==> config.mk <==
export PLATFORM = sky130hd
export DESIGN_NAME = adder_burst_arbiter_flat
export DESIGN_NICKNAME = d
export VERILOG_FILES = /design/src/rtl/adder_arb_pkg.sv /design/src/rtl/adder_burst_arbiter_if.sv /design/src/rtl/tt_um_parallel_adder.sv /design/src/rtl/adder_burst_arbiter.sv /design/src/flat_wrapper.sv
export SDC_FILE = /design/constraint.sdc
export NUM_CORES = 1
export LEC_CHECK = 0
export CAP_MARGIN = 20
export CORE_ASPECT_RATIO = 2
export CORE_MARGIN = 1
export CORE_UTILIZATION = 39
export CTS_CLUSTER_DIAMETER = 200
export DETAILED_ROUTE_END_ITERATION = 6
export GPL_TIMING_DRIVEN = 0
export HOLD_SLACK_MARGIN = 0.15
export MAX_ROUTING_LAYER = met4
export PLACE_DENSITY = 0.74
export SLEW_MARGIN = 20
export SYNTH_ARGS = -nofsm -noshare
export SYNTH_HDL_FRONTEND = slang
export SYNTH_HIERARCHICAL = 1
export SYNTH_SLANG_ARGS = --single-unit
==> constraint.sdc <==
create_clock -name clk -period 2.58 [get_ports clk]
set_input_delay 0.645 -clock clk [delete_from_list [all_inputs] [get_ports clk]]
set_output_delay 0.645 -clock clk [all_outputs]
set_load 0.005 [all_outputs]
==> src/rtl/adder_arb_pkg.sv <==
// Shared types and widths for the two-requester burst adder arbiter.
package adder_arb_pkg;

  localparam int unsigned REQ_W = 8;
  localparam int unsigned NREQ  = 2;

  typedef enum logic {
    StIdle,
    StBurst
  } arb_state_e;

endpackage

==> src/rtl/adder_burst_arbiter_if.sv <==
// Requester-side byte streams and result stream of the burst adder arbiter.
interface adder_burst_arbiter_if;
  import adder_arb_pkg::*;

  logic [NREQ-1:0]  req_valid;
  logic [NREQ-1:0]  req_ready;
  logic [REQ_W-1:0] req_a0;
  logic [REQ_W-1:0] req_b0;
  logic [REQ_W-1:0] req_a1;
  logic [REQ_W-1:0] req_b1;
  logic [NREQ-1:0]  req_cin;
  logic [NREQ-1:0]  req_last;

  logic             rsp_valid;
  logic             rsp_ready;
  logic [REQ_W-1:0] rsp_sum;
  logic             rsp_cout;
  logic             rsp_id;
  logic             rsp_last;
  logic             rsp_err;

  // Requesters and result consumer.
  modport master (
    output req_valid, req_a0, req_b0, req_a1, req_b1, req_cin, req_last, rsp_ready,
    input  req_ready, rsp_valid, rsp_sum, rsp_cout, rsp_id, rsp_last, rsp_err
  );

  // The arbiter.
  modport slave (
    input  req_valid, req_a0, req_b0, req_a1, req_b1, req_cin, req_last, rsp_ready,
    output req_ready, rsp_valid, rsp_sum, rsp_cout, rsp_id, rsp_last, rsp_err
  );

endinterface

==> src/rtl/tt_um_parallel_adder.sv <==
// Shared 8-bit parallel adder: ui_in1 + ui_in2 + ui_in3 -> {uo_out2, uo_out1}.
module tt_um_parallel_adder
  import adder_arb_pkg::*;
(
  input  logic [REQ_W-1:0] ui_in1,
  input  logic [REQ_W-1:0] ui_in2,
  input  logic             ui_in3,
  output logic [REQ_W-1:0] uo_out1,
  output logic             uo_out2
);

  logic [REQ_W:0] full_sum;

  // Widen by one bit so the carry-out falls out of the MSB.
  always_comb begin
    full_sum = {1'b0, ui_in1} + {1'b0, ui_in2} + {{REQ_W{1'b0}}, ui_in3};
  end

  assign uo_out1 = full_sum[REQ_W-1:0];
  assign uo_out2 = full_sum[REQ_W];

endmodule

==> src/rtl/adder_burst_arbiter.sv <==
// Round-robin burst arbiter sharing one 8-bit adder between two requesters.
// Carry is chained across the beats of a burst; results leave through a
// one-deep registered output stage with backpressure.
module adder_burst_arbiter
  import adder_arb_pkg::*;
#(
  parameter int unsigned MAX_BEATS = 16
) (
  input  logic                  clk,
  input  logic                  rst,
  adder_burst_arbiter_if.slave  bus
);

  localparam int unsigned CntW = $clog2(MAX_BEATS);

  arb_state_e      state_q;
  logic            owner_q;
  logic            rr_q;
  logic            carry_q;
  logic [CntW-1:0] beat_cnt_q;

  logic             rsp_valid_q;
  logic [REQ_W-1:0] rsp_sum_q;
  logic             rsp_cout_q;
  logic             rsp_id_q;
  logic             rsp_last_q;
  logic             rsp_err_q;

  logic [NREQ-1:0]  req_ready;
  logic             stage_free;
  logic             accept;
  logic             own_last;
  logic             at_max;
  logic             burst_end;
  logic [REQ_W-1:0] a_sel;
  logic [REQ_W-1:0] b_sel;
  logic             cin_sel;
  logic [REQ_W-1:0] add_sum;
  logic             add_cout;

  // Handshake, operand mux and burst-end decode for the current owner.
  always_comb begin
    req_ready  = '0;
    stage_free = ~rsp_valid_q | bus.rsp_ready;
    if (state_q == StBurst) begin
      req_ready[owner_q] = stage_free;
    end
    accept    = (state_q == StBurst) & bus.req_valid[owner_q] & stage_free;
    own_last  = bus.req_last[owner_q];
    at_max    = (beat_cnt_q == CntW'(MAX_BEATS - 1));
    burst_end = own_last | at_max;
    a_sel     = owner_q ? bus.req_a1 : bus.req_a0;
    b_sel     = owner_q ? bus.req_b1 : bus.req_b0;
    // Requester carry-in only seeds the first beat; later beats chain.
    cin_sel   = (beat_cnt_q == '0) ? bus.req_cin[owner_q] : carry_q;
  end

  tt_um_parallel_adder u_adder (
    .ui_in1  (a_sel),
    .ui_in2  (b_sel),
    .ui_in3  (cin_sel),
    .uo_out1 (add_sum),
    .uo_out2 (add_cout)
  );

  // Arbitration FSM with round-robin pointer, carry chain and beat counter.
  always_ff @(posedge clk) begin
    if (rst) begin
      state_q    <= StIdle;
      owner_q    <= 1'b0;
      rr_q       <= 1'b0;
      carry_q    <= 1'b0;
      beat_cnt_q <= '0;
    end else begin
      case (state_q)
        StIdle: begin
          if (|bus.req_valid) begin
            // Contention follows rr; a lone requester wins outright.
            owner_q <= (&bus.req_valid) ? rr_q : bus.req_valid[1];
            state_q <= StBurst;
          end
        end
        StBurst: begin
          if (accept) begin
            carry_q <= add_cout;
            if (burst_end) begin
              beat_cnt_q <= '0;
              rr_q       <= ~owner_q;
              state_q    <= StIdle;
            end else begin
              beat_cnt_q <= beat_cnt_q + CntW'(1);
            end
          end
        end
        default: state_q <= StIdle;
      endcase
    end
  end

  // One-deep result register; loads on accept, empties when drained alone.
  always_ff @(posedge clk) begin
    if (rst) begin
      rsp_valid_q <= 1'b0;
      rsp_sum_q   <= '0;
      rsp_cout_q  <= 1'b0;
      rsp_id_q    <= 1'b0;
      rsp_last_q  <= 1'b0;
      rsp_err_q   <= 1'b0;
    end else if (accept) begin
      rsp_valid_q <= 1'b1;
      rsp_sum_q   <= add_sum;
      rsp_cout_q  <= add_cout;
      rsp_id_q    <= owner_q;
      rsp_last_q  <= burst_end;
      // Error only when the length cap, not the requester, ended the burst.
      rsp_err_q   <= at_max & ~own_last;
    end else if (bus.rsp_ready) begin
      rsp_valid_q <= 1'b0;
    end
  end

  assign bus.req_ready = req_ready;
  assign bus.rsp_valid = rsp_valid_q;
  assign bus.rsp_sum   = rsp_sum_q;
  assign bus.rsp_cout  = rsp_cout_q;
  assign bus.rsp_id    = rsp_id_q;
  assign bus.rsp_last  = rsp_last_q;
  assign bus.rsp_err   = rsp_err_q;

endmodule
==> src/flat_wrapper.sv <==
// flat-port wrapper written by rule: the top's interface ports become plain ports
module adder_burst_arbiter_flat import adder_arb_pkg::*;
#(
  parameter int unsigned MAX_BEATS = 16
)
  (clk, rst, bus_req_valid, bus_req_a0, bus_req_b0, bus_req_a1, bus_req_b1, bus_req_cin, bus_req_last, bus_rsp_ready, bus_req_ready, bus_rsp_valid, bus_rsp_sum, bus_rsp_cout, bus_rsp_id, bus_rsp_last, bus_rsp_err);
  adder_burst_arbiter_if bus_i ();
  input  logic clk;
  input  logic rst;
  input wire logic [$bits(bus_i.req_valid)-1:0] bus_req_valid;
  input wire logic [$bits(bus_i.req_a0)-1:0] bus_req_a0;
  input wire logic [$bits(bus_i.req_b0)-1:0] bus_req_b0;
  input wire logic [$bits(bus_i.req_a1)-1:0] bus_req_a1;
  input wire logic [$bits(bus_i.req_b1)-1:0] bus_req_b1;
  input wire logic [$bits(bus_i.req_cin)-1:0] bus_req_cin;
  input wire logic [$bits(bus_i.req_last)-1:0] bus_req_last;
  input wire logic [$bits(bus_i.rsp_ready)-1:0] bus_rsp_ready;
  output wire logic [$bits(bus_i.req_ready)-1:0] bus_req_ready;
  output wire logic [$bits(bus_i.rsp_valid)-1:0] bus_rsp_valid;
  output wire logic [$bits(bus_i.rsp_sum)-1:0] bus_rsp_sum;
  output wire logic [$bits(bus_i.rsp_cout)-1:0] bus_rsp_cout;
  output wire logic [$bits(bus_i.rsp_id)-1:0] bus_rsp_id;
  output wire logic [$bits(bus_i.rsp_last)-1:0] bus_rsp_last;
  output wire logic [$bits(bus_i.rsp_err)-1:0] bus_rsp_err;
  assign bus_i.req_valid = bus_req_valid;
  assign bus_i.req_a0 = bus_req_a0;
  assign bus_i.req_b0 = bus_req_b0;
  assign bus_i.req_a1 = bus_req_a1;
  assign bus_i.req_b1 = bus_req_b1;
  assign bus_i.req_cin = bus_req_cin;
  assign bus_i.req_last = bus_req_last;
  assign bus_i.rsp_ready = bus_rsp_ready;
  assign bus_req_ready = bus_i.req_ready;
  assign bus_rsp_valid = bus_i.rsp_valid;
  assign bus_rsp_sum = bus_i.rsp_sum;
  assign bus_rsp_cout = bus_i.rsp_cout;
  assign bus_rsp_id = bus_i.rsp_id;
  assign bus_rsp_last = bus_i.rsp_last;
  assign bus_rsp_err = bus_i.rsp_err;
  adder_burst_arbiter #(.MAX_BEATS(MAX_BEATS)) u_core (.clk(clk), .rst(rst), .bus(bus_i));
endmodule
# After elaboration in Yosys (flattened, before gate mapping)
# Index checks and enable logic that the tools add are counted.
[totals]
regBits = 21
out_inout_bits = 15
input_bits = 41
word_cells = 55
[classes]
n_lt_le_gt_ge = 2
n_bitwise = 10
add_sub_neg = 3
eq_ne = 1
n_reduce_logical = 8
n_mux = 20
[op_table]
columns = ["operator", "count"]
rows = [
  ["$mux W8", 2],
  ["$mux W1", 14],
  ["$add A8 B8 Y9", 1],
  ["$add A9 B1 Y9", 1],
  ["$reduce_and A2 Y1", 3],
  ["$add A4 B1 Y4 const B", 1],
  ["$eq A4 B4 Y1 const B", 1],
  ["$logic_not A4 Y1", 1],
  ["$mux W4", 1],
  ["$not A1 Y1", 4],
  ["$and A1 B1 Y1", 3],
  ["$reduce_and A3 Y1", 1],
  ["$and A2 B2 Y2", 1],
  ["$lt A1 B2 Y1 const B", 1],
  ["$mux W2", 1],
  ["$or A1 B1 Y1", 2],
  ["$pmux W1 S2", 1],
  ["$reduce_bool A2 Y1", 1],
  ["$reduce_or A2 Y1", 1],
  ["$demux W1 S1", 1],
  ["$ge A1 B1 Y1 const B", 1],
  ["$logic_and A1 B1 Y1", 1],
]

# Logic depth before layout (Yosys ltp)
[logic_depth]
word_depth = 6
mapped_depth = 11
ltp_nobuf = 11

# Cells and area by module
# The synthesis kept the hierarchy.
[by_module_without_submodules]
columns = ["module", "cells_per_inst", "instances", "seq_area_each_um2", "area_per_inst_um2"]
rows = [
  ["adder_burst_arbiter", 129, 1, 420.4, 1103.6],
  ["tt_um_parallel_adder", 40, 1, 0.0, 331.6],
]

# Worst setup path before layout
# Ideal clock, no wire load.
[synth_timing]
path_kind = "reg-to-reg"
from = "reg u_core.owner_q"
to = "reg u_core.carry_q"
t_required_ns = 2.448
stages_incl_launch_ff = 11
arrival_time_ns = 2.476
setup_slack_ns = -0.029
period_less_slack_ns = 2.609
path_buffers = 2
cell_sequence = "dfxtp_1 -> buf_6 -> clkbuf_1 -> mux2_2 -> fa_1 -> fa_1 -> a21oi_1 -> o21a_1 -> o21ai_0 -> nand2_1 -> a21oi_1"
[synth_between]
word_cells_on_any_way = 12
[synth_rtl]
columns = ["item", "line", "rtl"]
rows = [
  ["start: declaration", "adder_burst_arbiter.sv:17", "logic owner_q;"],
  ["start signal: assignment", "adder_burst_arbiter.sv:79", "owner_q <= (&bus.req_valid) ? rr_q : bus.req_valid[1];"],
  ["$mux W8", "adder_burst_arbiter.sv:52", "a_sel = owner_q ? bus.req_a1 : bus.req_a0;"],
  ["via u_core.a_sel[0]", "adder_burst_arbiter.sv:35", "logic [REQ_W-1:0] a_sel;"],
  ["$add A8 B8 Y9", "tt_um_parallel_adder.sv:16", "full_sum = {1'b0, ui_in1} + {1'b0, ui_in2} + {{REQ_W{1'b0}}, ui_in3};"],
  ["$add A9 B1 Y9", "tt_um_parallel_adder.sv:16", ""],
  ["via u_core.add_cout", "adder_burst_arbiter.sv:39", "logic add_cout;"],
  ["end signal: assignment", "adder_burst_arbiter.sv:85", "carry_q <= add_cout;"],
  ["end: declaration", "adder_burst_arbiter.sv:19", "logic carry_q;"],
]
# The timed path passes the listed nets, and every way through them passes these cells. The select of a mux whose other input is x is not followed.
# A chain may end at the register's enable or synchronous reset.

# Final worst setup path
[layout_timing]
from = "in bus_rsp_ready"
to = "out bus_req_ready[0]"
[layout_between]
elab_chain_cells = 3
[layout_rtl]
columns = ["item", "line", "rtl"]
rows = [
  ["start: declaration", "flat_wrapper.sv:17", "input wire logic [$bits(bus_i.rsp_ready)-1:0] bus_rsp_ready;"],
  ["$or A1 B1 Y1", "adder_burst_arbiter.sv:44", "stage_free = ~rsp_valid_q | bus.rsp_ready;"],
  ["$and A2 B2 Y2 (no source line)", "-", ""],
  ["$mux W2", "adder_burst_arbiter.sv:45", "if (state_q == StBurst) begin"],
  ["end: declaration", "flat_wrapper.sv:18", "output wire logic [$bits(bus_i.req_ready)-1:0] bus_req_ready;"],
]
# Every way passes these cells.

==> reports/qor_table.md <==
| Step | Parameter | Value |
|:---|:---|:---|
| outcome | Outcome | finished, final reports clean |
| synth | Top cells by area, synth | sky130_fd_sc_hd__dfxtp_1 29%, sky130_fd_sc_hd__mux2_2 13%, sky130_fd_sc_hd__ha_1 7.8%, sky130_fd_sc_hd__a21oi_1 7.7%, sky130_fd_sc_hd__nand2_1 7.3% |
| layout | Number of nets in the layout | 284 |
| timing | Maximum frequency from static timing analysis | 396 MHz |
| flow run | Count of maximum capacitance violations | 0 |
| worst setup path | CP endpoint kind | primary output |
| synth | Share of the synthesized area in the top cell type | 29.3% |
| drt | Top layer in use | met4 |
| drt | Length of routed met3 wiring | 96 µm |
| global routing | Overall fraction of global-route tracks in use | 20.4% |
| global routing | Vias in the first global route | 1398 |
| drt | DR iter-0 viols | 12 |
| timing | Setup violations, final | 0 |
| clock tree | TritonCTS Sinks | 21 |
| synth | Unique masters post-synth | 39 |
| timing | Worst-case clock skew | 1.62 ps |
| floorplanning | Die height | 87.8 µm |
| drt | Total iterations of the first detailed-routing run | 4 |
| timing | Sum of negative setup slack | 0 ps |
| synth | Flops & latches, synth | 21 |
| worst hold path | Hold WC Path Type | reg -> reg |
| clock tree | Clock slew at reported path FFs | 70 ps |
| floorplanning | Total Die Area | 0.00394 mm² |
| synth | Post-synth ARST share | 0% |
| clock tree | Root Buffer | sky130_fd_sc_hd__clkbuf_8 |
| floorplanning | FP Rows | 30 |
| timing | Slew Limit Fails | 0 |
| power | Power per Cell Area | 434 mW/mm² |
| drt | Total wirelength of the detailed-routed design | 3560 µm |
| floorplanning | Starting density of the core | 41.6% |
| synth | Most frequent cells after synthesis | 28 x sky130_fd_sc_hd__nand2_1, 22 x sky130_fd_sc_hd__a21oi_1, 21 x sky130_fd_sc_hd__dfxtp_1, 17 x sky130_fd_sc_hd__mux2_2, 9 x sky130_fd_sc_hd__ha_1 |
| global routing | Largest net degree at the start of global routing | 12 |
| synth | Top FF cell, synth | sky130_fd_sc_hd__dfxtp_1 |
| timing | Least-Margin Pin Slew | 540 ps |
| drt | Routed via count divided by cell count | 5.13 |
| worst setup path | Slowest stage cell on the critical path | sky130_fd_sc_hd__clkdlybuf4s50_1 |
| synth | Gate count after technology mapping | 169 |
| place | Port Buffers | 55 |
| floorplanning | Placeable core region | 0.00345 mm² |
| clock tree | H-tree depth reported by CTS | 1 |
| timing | Min Clock Period, post-route | 2530 ps |
| global routing | First-pass GRT wire length | 5840 µm |
| synth | Area of the mapped netlist | 0.00144 mm² |
| layout | Area Overhead vs Synth | 50.0% |
| timing | Worst Hold Margin | 455 ps |
| floorplanning | Die span in x | 44.9 µm |
| clock tree | Longest Clk Path Bufs | 2 |
| worst setup path | CP max FO | 5 |
| drt | Routed length per instance | 12.7 µm |
| timing | Worst-case headroom to the max-slew limit | 64.0% |
| worst setup path | Required time worst endpoint | 1930 ps |
| power | Static leakage power | 0.853 nW |
| timing | RSZ-0062 raised after global routing | no |
| worst setup path | Arrival time reported for the critical path endpoint | 1880 ps |
| synth | Post-Syn Nets | 221 |
| worst setup path | Cell occurring most often along the worst timing path | sky130_fd_sc_hd__clkdlybuf4s50_1 |
| worst setup path | Series of cell instances along the critical path | clkdlybuf4s50_1 -> nand2b_4 -> nand2_1 -> nor2_1 -> clkdlybuf4s50_1 |
| place | Final Wtd Congestion | 0.811 |
| clock tree | Clock tree from TritonCTS | built |
| clock tree | CTS Buf Count | 3 |
| worst setup path | Kind of cell with the highest combined delay on the critical path | buffers and inverters |
| drt | Count of unresolved DRC violations after routing | 0 |
| power | Overall power of the completed layout | 0.935 mW |
| synth | Number of warning messages in the yosys log | 6 |
| worst setup path | Largest stage delay, worst path | 490 ps |
| floorplanning | Count of boundary I/O pins | 56 |
| synth | Yosys top cell by area | sky130_fd_sc_hd__dfxtp_1 |
| clock tree | Worst skew pair latency | 260 ps |
| timing | Period utilisation layout | 97.9% |
| drt | Routed met2 length | 2060 µm |
| synth | Per-instance average area after synthesis | 8.49 µm² |
| synth | Most frequently used cell type in the post-synthesis netlist | sky130_fd_sc_hd__nand2_1 |
| synth | Number of enable flip-flop cells after synthesis | 0 |
| synth | Post-synthesis sequential area ratio | 29.3% |
| layout | Total inserted antenna cells | 0 |
| drt | Via count of the routed design | 1430 |
| drt | Met1 routed wirelength after detailed routing | 1300 µm |
| global routing | Total gr overflow | 0 |
| layout | Fraction of the core area covered by cells at the end of the flow | 62.4% |
| timing | Total count of hold-check failures in the final report | 0 |
| global routing | Initial antenna violation count | 0 |
| worst setup path | Buffer and inverter count on the worst path | 2 |
| worst setup path | Worst setup SP type | input port |
| layout | Max reg flops | 8 |
| layout | Ratio of cells with drive above 1 in the final layout | 16.9% |
| power | Maximum vdd ir drop | 0.277 mV |
| place | Placed wire-length estimate after detailed placement | 2790 µm |
| drt | Post-route ant nets | 0 |
| worst setup path | Critical setup path kind | in -> out |
[power by group]
group          switching (mW)  internal [mW]  leakage [nW]
Sequential             0.0112          0.345         0.171
Combinational           0.159          0.206         0.659
Clock                   0.104          0.110        0.0228
Total                   0.274          0.661         0.853
[metal layers]
layer  global-route usage, %  vias up
li1                        -      721
met1                    18.9      664
met2                    39.8       38
met3                    1.44        7
met4                    8.82        0
met5                       -        -
[worst paths after layout]
path                                             from               endpoint  slack (ps)  depth (start not counted)
worst max-delay path                    bus_rsp_ready       bus_req_ready[0]          50                          5
worst min register to register  u_core/bus.rsp_sum[6]  u_core/bus.rsp_sum[6]         460                          2
worst min-delay path            u_core/bus.rsp_sum[6]  u_core/bus.rsp_sum[6]         460                          2
worst max register to register         u_core/owner_q  u_core/bus.rsp_sum[5]          90                         11
[logic make-up after synthesis]
family / after synthesis / share of synthesized area (%)
AOI/OAI and AO/OA: 39 / 16.6
xor gates and xnor gates: 4 / 2.44
adders and majority gates: 11 / 10.6
buffers and inverters: 16 / 5.41
DFF: 21 / 29.3
muxes: 21 / 16.5
and+or+nand+nor: 57 / 19.2
[final cells by class]
class / instances / area, µm²
fill: 326 / 1300
multi-input combinational: 132 / 967
timing repair buffer: 58 / 576
sequential: 21 / 420
tap: 48 / 60.1
buffer: 9 / 58.8
clock buffer: 4 / 45.0
inverter: 7 / 26.3
[per-stage QoR]
| step | cell area (µm²) | setup WS [ps] | instances |
|---|---|---|---|
| finish | 2150 | 54.6 | 279 |
| global route | 2150 | 9.52 | 279 |
| CTS | 2130 | 19.1 | 278 |
| detailed placement | 2050 | -439 | 272 |
| global placement | 2050 | -432 | 272 |
| floorplan | 1440 | 89.0 | 169 |
[placed cells by master (no fill, tap or decap), types with 2 or more instances in the layout]
master and instances:
sky130_fd_sc_hd__a211oi_1 2, sky130_fd_sc_hd__a21o_1 2, sky130_fd_sc_hd__a21oi_1 21, sky130_fd_sc_hd__a21oi_2 2, sky130_fd_sc_hd__a311o_1 2, sky130_fd_sc_hd__and3_1 2, sky130_fd_sc_hd__buf_2 2, sky130_fd_sc_hd__buf_4 4
sky130_fd_sc_hd__buf_6 2, sky130_fd_sc_hd__clkbuf_1 4, sky130_fd_sc_hd__clkbuf_8 3, sky130_fd_sc_hd__clkdlybuf4s50_1 48, sky130_fd_sc_hd__dfxtp_1 21, sky130_fd_sc_hd__dlygate4sd2_1 4, sky130_fd_sc_hd__dlymetal6s2s_1 3, sky130_fd_sc_hd__fa_2 2
sky130_fd_sc_hd__ha_1 9, sky130_fd_sc_hd__inv_1 6, sky130_fd_sc_hd__mux2_2 15, sky130_fd_sc_hd__mux2_4 3, sky130_fd_sc_hd__mux2i_1 3, sky130_fd_sc_hd__nand2_1 28, sky130_fd_sc_hd__nand3_1 7, sky130_fd_sc_hd__nor2_1 6
sky130_fd_sc_hd__nor3_1 3, sky130_fd_sc_hd__o211ai_1 2, sky130_fd_sc_hd__o21ai_0 3, sky130_fd_sc_hd__xnor2_1 2, sky130_fd_sc_hd__xor2_1 2
[worst register-to-register path: cells and delay by family (launching register included)]
| kind | cells | cell delay (ps) |
|---|---|---|
| buffers and inverters | 4 | 590 |
| AO/OA/AOI/OAI | 3 | 520 |
| adder cells (fa/ha/maj) | 1 | 410 |
| flip-flops | 1 | 330 |
| multiplexers | 1 | 330 |
| AND/OR/NAND/NOR | 2 | 190 |
[what timing repair did]
item | CTS | global route
hold buffers | 0 | 0
gates cloned | 0 | 0
buffers inserted | 2 | 1
setup endpoints to repair | 8 | 6
resized for setup | 12 | 8
pin swaps | 7 | 6
(Power assumes the default switching activity.)
